===== config.mk =====
export PLATFORM = sky130hd
export DESIGN_NAME = image_stream_gen
export DESIGN_NICKNAME = d
export VERILOG_FILES = /design/src/rtl/image_stream_gen.sv
export SDC_FILE = /design/constraint.sdc
export NUM_CORES = 1
export LEC_CHECK = 0
export CAP_MARGIN = 20
export CORE_MARGIN = 2
export CORE_UTILIZATION = 50
export DETAILED_ROUTE_END_ITERATION = 10
export GPL_TIMING_DRIVEN = 0
export MAX_ROUTING_LAYER = met4
export PLACE_DENSITY = 0.83
export SLEW_MARGIN = 20
export SYNTH_ARGS = -nofsm -noshare
export SYNTH_HDL_FRONTEND = slang
export SYNTH_SLANG_ARGS = --single-unit

===== constraint.sdc =====
create_clock -name clk -period 2.87 [get_ports clk]
set_input_delay 0.7175 -clock clk [delete_from_list [all_inputs] [get_ports clk]]
set_output_delay 0.7175 -clock clk [all_outputs]
set_load 0.01 [all_outputs]

===== src/rtl/image_stream_gen.sv =====
// Image stream generator: emits FRAME_START / ROW_START / PIXEL / ROW_END /
// FRAME_END tokens with programmable geometry, blanking and test pattern.
// Handshake: dvo is a one-cycle strobe per token with no backpressure; every
// output is registered and qualified only by dvo (all other fields are 0
// while dvo=0).

`ifndef DTYPE_WIDTH
`define DTYPE_WIDTH        4
`endif
`ifndef DTYPE_FRAME_START
`define DTYPE_FRAME_START  4'd1
`endif
`ifndef DTYPE_FRAME_END
`define DTYPE_FRAME_END    4'd2
`endif
`ifndef DTYPE_ROW_START
`define DTYPE_ROW_START    4'd3
`endif
`ifndef DTYPE_ROW_END
`define DTYPE_ROW_END      4'd4
`endif
`ifndef DTYPE_PIXEL_MASK
`define DTYPE_PIXEL_MASK   4'd8
`endif

module image_stream_gen #(
  parameter int PIXEL_WIDTH = 10,
  parameter int DIM_WIDTH   = 12
) (
  input  logic                    clk,
  input  logic                    resetb,
  input  logic                    enable,
  input  logic [DIM_WIDTH-1:0]    num_cols,
  input  logic [DIM_WIDTH-1:0]    num_rows,
  input  logic [DIM_WIDTH-1:0]    hblank,
  input  logic [DIM_WIDTH-1:0]    vblank,
  input  logic [1:0]              pattern_sel,
  output logic                    dvo,
  output logic [PIXEL_WIDTH-1:0]  ro,
  output logic [PIXEL_WIDTH-1:0]  go,
  output logic [PIXEL_WIDTH-1:0]  bo,
  output logic [`DTYPE_WIDTH-1:0] dtypeo,
  output logic [15:0]             meta_datao,
  output logic                    busy,
  output logic [15:0]             frame_count
);

  typedef enum logic [2:0] {
    IDLE, FSTART, RSTART, PIXEL, REND, HBLANK, FEND, VBLANK
  } state_t;

  // State register is visible hierarchically for checkers.
  state_t state_q, state_d;

  logic [DIM_WIDTH-1:0]    cols_q, cols_d, rows_q, rows_d;
  logic [DIM_WIDTH-1:0]    hblank_q, hblank_d, vblank_q, vblank_d;
  logic [1:0]              pat_q, pat_d;
  logic [DIM_WIDTH-1:0]    col_q, col_d, row_q, row_d, blank_q, blank_d;
  logic                    dvo_q, dvo_d, busy_q, busy_d;
  logic [PIXEL_WIDTH-1:0]  r_q, r_d, g_q, g_d, b_q, b_d;
  logic [`DTYPE_WIDTH-1:0] dtype_q, dtype_d;
  logic [15:0]             meta_q, meta_d, frame_count_q, frame_count_d;

  logic start_ok, row_adv, frame_adv, latch_cfg, checker_on;

  // Next-state, counters and the token for the current state (registered below).
  always_comb begin
    state_d       = state_q;
    cols_d        = cols_q;
    rows_d        = rows_q;
    hblank_d      = hblank_q;
    vblank_d      = vblank_q;
    pat_d         = pat_q;
    col_d         = col_q;
    row_d         = row_q;
    blank_d       = blank_q;
    dvo_d         = 1'b0;
    dtype_d       = '0;
    meta_d        = '0;
    r_d           = '0;
    g_d           = '0;
    b_d           = '0;
    frame_count_d = frame_count_q;
    busy_d        = (state_q != IDLE);
    start_ok      = enable && (num_rows != '0) && (num_cols != '0);
    row_adv       = 1'b0;
    frame_adv     = 1'b0;
    latch_cfg     = 1'b0;
    checker_on    = |((col_q ^ row_q) & DIM_WIDTH'(8));

    case (state_q)
      IDLE: begin
        if (start_ok) begin
          state_d   = FSTART;
          latch_cfg = 1'b1;
        end
      end
      FSTART: begin
        dvo_d   = 1'b1;
        dtype_d = `DTYPE_FRAME_START;
        meta_d  = frame_count_q;
        row_d   = '0;
        col_d   = '0;
        state_d = RSTART;
      end
      RSTART: begin
        dvo_d   = 1'b1;
        dtype_d = `DTYPE_ROW_START;
        meta_d  = 16'(row_q);
        col_d   = '0;
        state_d = PIXEL;
      end
      PIXEL: begin
        dvo_d   = 1'b1;
        dtype_d = `DTYPE_PIXEL_MASK;
        case (pat_q)
          2'd0: begin
            r_d = PIXEL_WIDTH'(col_q);
            g_d = PIXEL_WIDTH'(col_q);
            b_d = PIXEL_WIDTH'(col_q);
          end
          2'd1: begin
            r_d = PIXEL_WIDTH'(row_q);
            g_d = PIXEL_WIDTH'(row_q);
            b_d = PIXEL_WIDTH'(row_q);
          end
          2'd2: begin
            r_d = PIXEL_WIDTH'(col_q);
            g_d = PIXEL_WIDTH'(row_q);
            b_d = PIXEL_WIDTH'(frame_count_q);
          end
          default: begin
            r_d = {PIXEL_WIDTH{checker_on}};
            g_d = {PIXEL_WIDTH{checker_on}};
            b_d = {PIXEL_WIDTH{checker_on}};
          end
        endcase
        // Compare against cols-1 so a full-scale column count never overflows.
        if (col_q == cols_q - DIM_WIDTH'(1)) begin
          col_d   = '0;
          state_d = REND;
        end else begin
          col_d = col_q + DIM_WIDTH'(1);
        end
      end
      REND: begin
        dvo_d   = 1'b1;
        dtype_d = `DTYPE_ROW_END;
        if (hblank_q != '0) begin
          blank_d = '0;
          state_d = HBLANK;
        end else begin
          row_adv = 1'b1;
        end
      end
      HBLANK: begin
        if (blank_q == hblank_q - DIM_WIDTH'(1)) row_adv = 1'b1;
        else blank_d = blank_q + DIM_WIDTH'(1);
      end
      FEND: begin
        dvo_d         = 1'b1;
        dtype_d       = `DTYPE_FRAME_END;
        frame_count_d = frame_count_q + 16'd1;
        if (vblank_q != '0) begin
          blank_d = '0;
          state_d = VBLANK;
        end else begin
          frame_adv = 1'b1;
        end
      end
      VBLANK: begin
        if (blank_q == vblank_q - DIM_WIDTH'(1)) frame_adv = 1'b1;
        else blank_d = blank_q + DIM_WIDTH'(1);
      end
      default: state_d = IDLE;
    endcase

    if (row_adv) begin
      if (row_q == rows_q - DIM_WIDTH'(1)) begin
        state_d = FEND;
      end else begin
        row_d   = row_q + DIM_WIDTH'(1);
        state_d = RSTART;
      end
    end

    if (frame_adv) begin
      if (start_ok) begin
        state_d   = FSTART;
        latch_cfg = 1'b1;
      end else begin
        state_d = IDLE;
      end
    end

    // Geometry is captured only when a new frame is committed.
    if (latch_cfg) begin
      cols_d   = num_cols;
      rows_d   = num_rows;
      hblank_d = hblank;
      vblank_d = vblank;
      pat_d    = pattern_sel;
    end
  end

  // State, configuration, counters and output registers.
  always_ff @(posedge clk or negedge resetb) begin
    if (!resetb) begin
      state_q       <= IDLE;
      cols_q        <= '0;
      rows_q        <= '0;
      hblank_q      <= '0;
      vblank_q      <= '0;
      pat_q         <= '0;
      col_q         <= '0;
      row_q         <= '0;
      blank_q       <= '0;
      dvo_q         <= 1'b0;
      dtype_q       <= '0;
      meta_q        <= '0;
      r_q           <= '0;
      g_q           <= '0;
      b_q           <= '0;
      busy_q        <= 1'b0;
      frame_count_q <= '0;
    end else begin
      state_q       <= state_d;
      cols_q        <= cols_d;
      rows_q        <= rows_d;
      hblank_q      <= hblank_d;
      vblank_q      <= vblank_d;
      pat_q         <= pat_d;
      col_q         <= col_d;
      row_q         <= row_d;
      blank_q       <= blank_d;
      dvo_q         <= dvo_d;
      dtype_q       <= dtype_d;
      meta_q        <= meta_d;
      r_q           <= r_d;
      g_q           <= g_d;
      b_q           <= b_d;
      busy_q        <= busy_d;
      frame_count_q <= frame_count_d;
    end
  end

  assign dvo         = dvo_q;
  assign ro          = r_q;
  assign go          = g_q;
  assign bo          = b_q;
  assign dtypeo      = dtype_q;
  assign meta_datao  = meta_q;
  assign busy        = busy_q;
  assign frame_count = frame_count_q;

endmodule


==> out/metrics.cfg <==
[yosys]
synth-edff-count = 0
async_flop_share = 1.00
avgSynthCellArea_sq_um = 9.97
ys_ff_latch = 157
synth_ff_type = dfrtp_1
synthMuxAreaShare = 0.0900
synth-simple-area-share = 0.193
synth_top_family_by_area = simple AND/OR/NAND/NOR gates
synthesis.area_sq_mm = 0.00841
synth_fa_ha_area_frac = 0.0178
synth-xor-area-share = 0.0718
syn-num-nets = 909
syn_inst = 844
yosys_warnings = 0
yosysSeqAreaShare = 0.467
synth-compound-area-share = 0.117
ys_types = 64

[timing]
worst_slew_margin_rel = 0.591
fin_skew_ns = 0.00913
fin_crit_sh = 1.02
setup_ws_ns = -0.0683
finalSetupViolCount = 50
rsz0062_at_grt = yes
min_period_ns = 2.94
timing.final.max_slew_violations = 0
fmax_mhz = 340
hold_viol = 0
tns_ns = -2.19
tightest_slew_ns = 0.614

[clock_network]
path_clk_slew_ns = 0.07
htreeDepth = 4
numCtsBuffers = 17
cts-root-buf = clkbuf_16
tritoncts = built
clock_latency_ns = 0.43
holdBufCountCts = 0
clockBufferDepth = 2
cts.sinks = 157

[worst_setup_path]
start_kind = register
reg2reg_depth = 9
cp_max_fo = 10
crit_arrival_ns = 3.25
crit_top_cell = buf_12
critPathMaxStageDelay_ns = 0.59
end_kind = register
cp.buffers_inverters = 2
crit_type = reg -> reg
cp_slowest_cell = or4_4
required_ns = 3.18
cp_top_family = compound AO/OA/AOI/OAI gates
path_depth = 9
crit_path_cell_trace = or4_4 > nor4_4 > a311oi_2 > a2111oi_4 > a21oi_2 > a21oi_4 > buf_12 > buf_12 > mux2_1

[global_route]
grt_pass1_wl_um = 36000
grt_pass1_vias = 7134
antenna_found_initial = 0
grt_max_degree = 80
grt_usage = 0.263
grt-ovfl-total = 0

[drt]
route.detailed.drc = 0
highest_layer = met4
met3WireLength_um = 1540
first_iter_violations = 688
dr.pass1.iters = 5
vias = 7137
antenna_left = 0
met2_length_um = 11000
vias_per_cell = 5.82
wl_per_cell_um = 18.6
wirelength_um = 22800
wl_met1_um = 9670

[final_layout]
utilization = 0.666
syn_to_final_growth_pct = 30.8
drive_gt1_frac = 0.129
diodes = 0
nets = 1058

[floorplan]
row_count = 47
ioPinCount = 121
dieArea_sq_mm = 0.0179
fp.coreArea_sq_mm = 0.0165
chipWidth_um = 134
start_util = 0.509
dieHeight_um = 134

[place]
port_buffers = 120
place.gp.congestion = 0.952
hpwl_um = 15500

[power]
leakage_nw = 4.70
switching_share = 0.320
internal-power_mw = 4.76
combPwrFrac = 0.261
p_seq_frac = 0.392
power_switching_mw = 2.24
ir_drop_uv = 451
power.density_mw_per_mm2 = 637
pwr-share-clk = 0.347

[status]
status = finished, violations left
violations = negative setup slack

[min_path]
hold_class = in -> async

[flow_run]
drv_cap = 0

## layer usage
layer	global-route usage	vias up
li1	-	3315
met1	0.328	3491
met2	0.412	275
met3	0.0681	56
met4	0.104	0
met5	-	-
## synthesized netlist by cell type, types with 9 or more instances
cell type | number | share of area
xor2_1 | 32 | 0.033
a22oi_1 | 9 | 0.0080
o21ai_0 | 23 | 0.014
nand4_1 | 17 | 0.013
inv_1 | 26 | 0.012
nand2b_1 | 21 | 0.016
mux2i_1 | 16 | 0.019
xnor2_1 | 37 | 0.039
nand2_1 | 74 | 0.033
dfrtp_1 | 157 | 0.47
nor4_1 | 16 | 0.012
nor3_1 | 21 | 0.012
nand3_1 | 33 | 0.020
ha_1 | 12 | 0.018
nor2_1 | 50 | 0.022
a22o_1 | 13 | 0.014
and3_1 | 12 | 0.0089
nand3b_1 | 17 | 0.015
clkbuf_1 | 43 | 0.019
mux2_1 | 50 | 0.067
a21oi_1 | 45 | 0.027
## flip-flops by register name, summed over array words and instances, names as in the netlist, 2 cells and up
signal and cells:
meta_datao 16, cols_q 12, row_q 12, vblank_q 12, hblank_q 12, col_q 12
rows_q 12, state_q 3, ro 10, frame_count 16, go 10, bo 10
dtypeo 4, pat_q 2, blank_q 12
## cell usage in the layout (no fill, tap or decap), types with 7 or more instances in the layout
| master | count |
|---|---|
| a31oi_1 | 7 |
| dfrtp_1 | 155 |
| a21oi_1 | 44 |
| clkbuf_16 | 17 |
| mux2i_1 | 16 |
| and3_1 | 12 |
| and2_1 | 8 |
| o21ai_0 | 23 |
| a22o_1 | 13 |
| clkdlybuf4s50_1 | 119 |
| inv_1 | 26 |
| nand4_1 | 17 |
| xnor2_1 | 34 |
| nand2_1 | 74 |
| nor4_1 | 12 |
| a22oi_1 | 9 |
| nand2b_1 | 21 |
| nor3_1 | 18 |
| mux2_4 | 33 |
| ha_1 | 11 |
| nor2_1 | 49 |
| nand3b_1 | 17 |
| nand3_1 | 33 |
| mux2_1 | 17 |
| clkbuf_1 | 36 |
| buf_4 | 11 |
| xor2_1 | 32 |
## through the flow
stage | hold WS [ns] | std cells | area (sq um) | power (mW) | worst slack, ns
after floorplan | 0.422 | 844 | 8410 | 3.73 | 0.0130
after global placement | 0.443 | 1184 | 9890 | 4.38 | -5.13
after detailed placement | 0.455 | 1185 | 9920 | 4.42 | -0.542
after CTS | 0.275 | 1224 | 10800 | 6.91 | -0.00899
after global routing | 0.290 | 1226 | 11000 | 7.33 | -0.147
final | 0.250 | 1226 | 11000 | 7.01 | -0.0683
## power groups by stage
stage,registers [mW],logic [mW],clock network [mW]
after floorplan,2.75,0.981,0
after global placement,2.75,1.62,0
after detailed placement,2.76,1.66,0
after CTS,2.72,1.74,2.45
after global routing,2.78,2.00,2.56
final,2.75,1.83,2.43
## what timing repair did
item | 4_1_cts | 5_1_grt
setup endpoints to repair | 86 | 83
pin swaps | 7 | 6
gates resized for setup | 32 | 58
setup buffers | 8 | 3
## worst paths after layout
path | startpoint | to | slack, ns
worst max-delay path | vblank_q[6]$_DFFE_PN0P_ | pat_q[1]$_DFFE_PN0P_ | -0.07
worst min-delay path | resetb | go[6]$_DFF_PN0_ | 0.25
worst max register to register | vblank_q[6]$_DFFE_PN0P_ | pat_q[1]$_DFFE_PN0P_ | -0.07
worst min register to register | state_q[0]$_DFFE_PN0P_ | dtypeo[1]$_DFF_PN0_ | 0.48
max in group asynchronous | resetb | vblank_q[6]$_DFFE_PN0P_ | 1.79
min in group clk | state_q[0]$_DFFE_PN0P_ | dtypeo[1]$_DFF_PN0_ | 0.48
## cell families after synthesis
family,count (synthesis)
AO/OA/AOI/OAI,146
XOR/XNOR,69
flip-flops,157
AND/OR/NAND/NOR,307
buffers and inverters,84
multiplexers,69
adder cells (fa/ha/maj),12
## area by class of cell
type | count | area (sq um)
tap | 220 | 275
buffer | 56 | 305
timing repair buffer | 132 | 1330
fill | 1202 | 5520
clock inverter | 14 | 193
sequential | 157 | 3930
multi-input combinational | 603 | 4430
inverter | 26 | 97.6
clock buffer | 18 | 439
No activity file was read; power rests on OpenSTA's default activity.
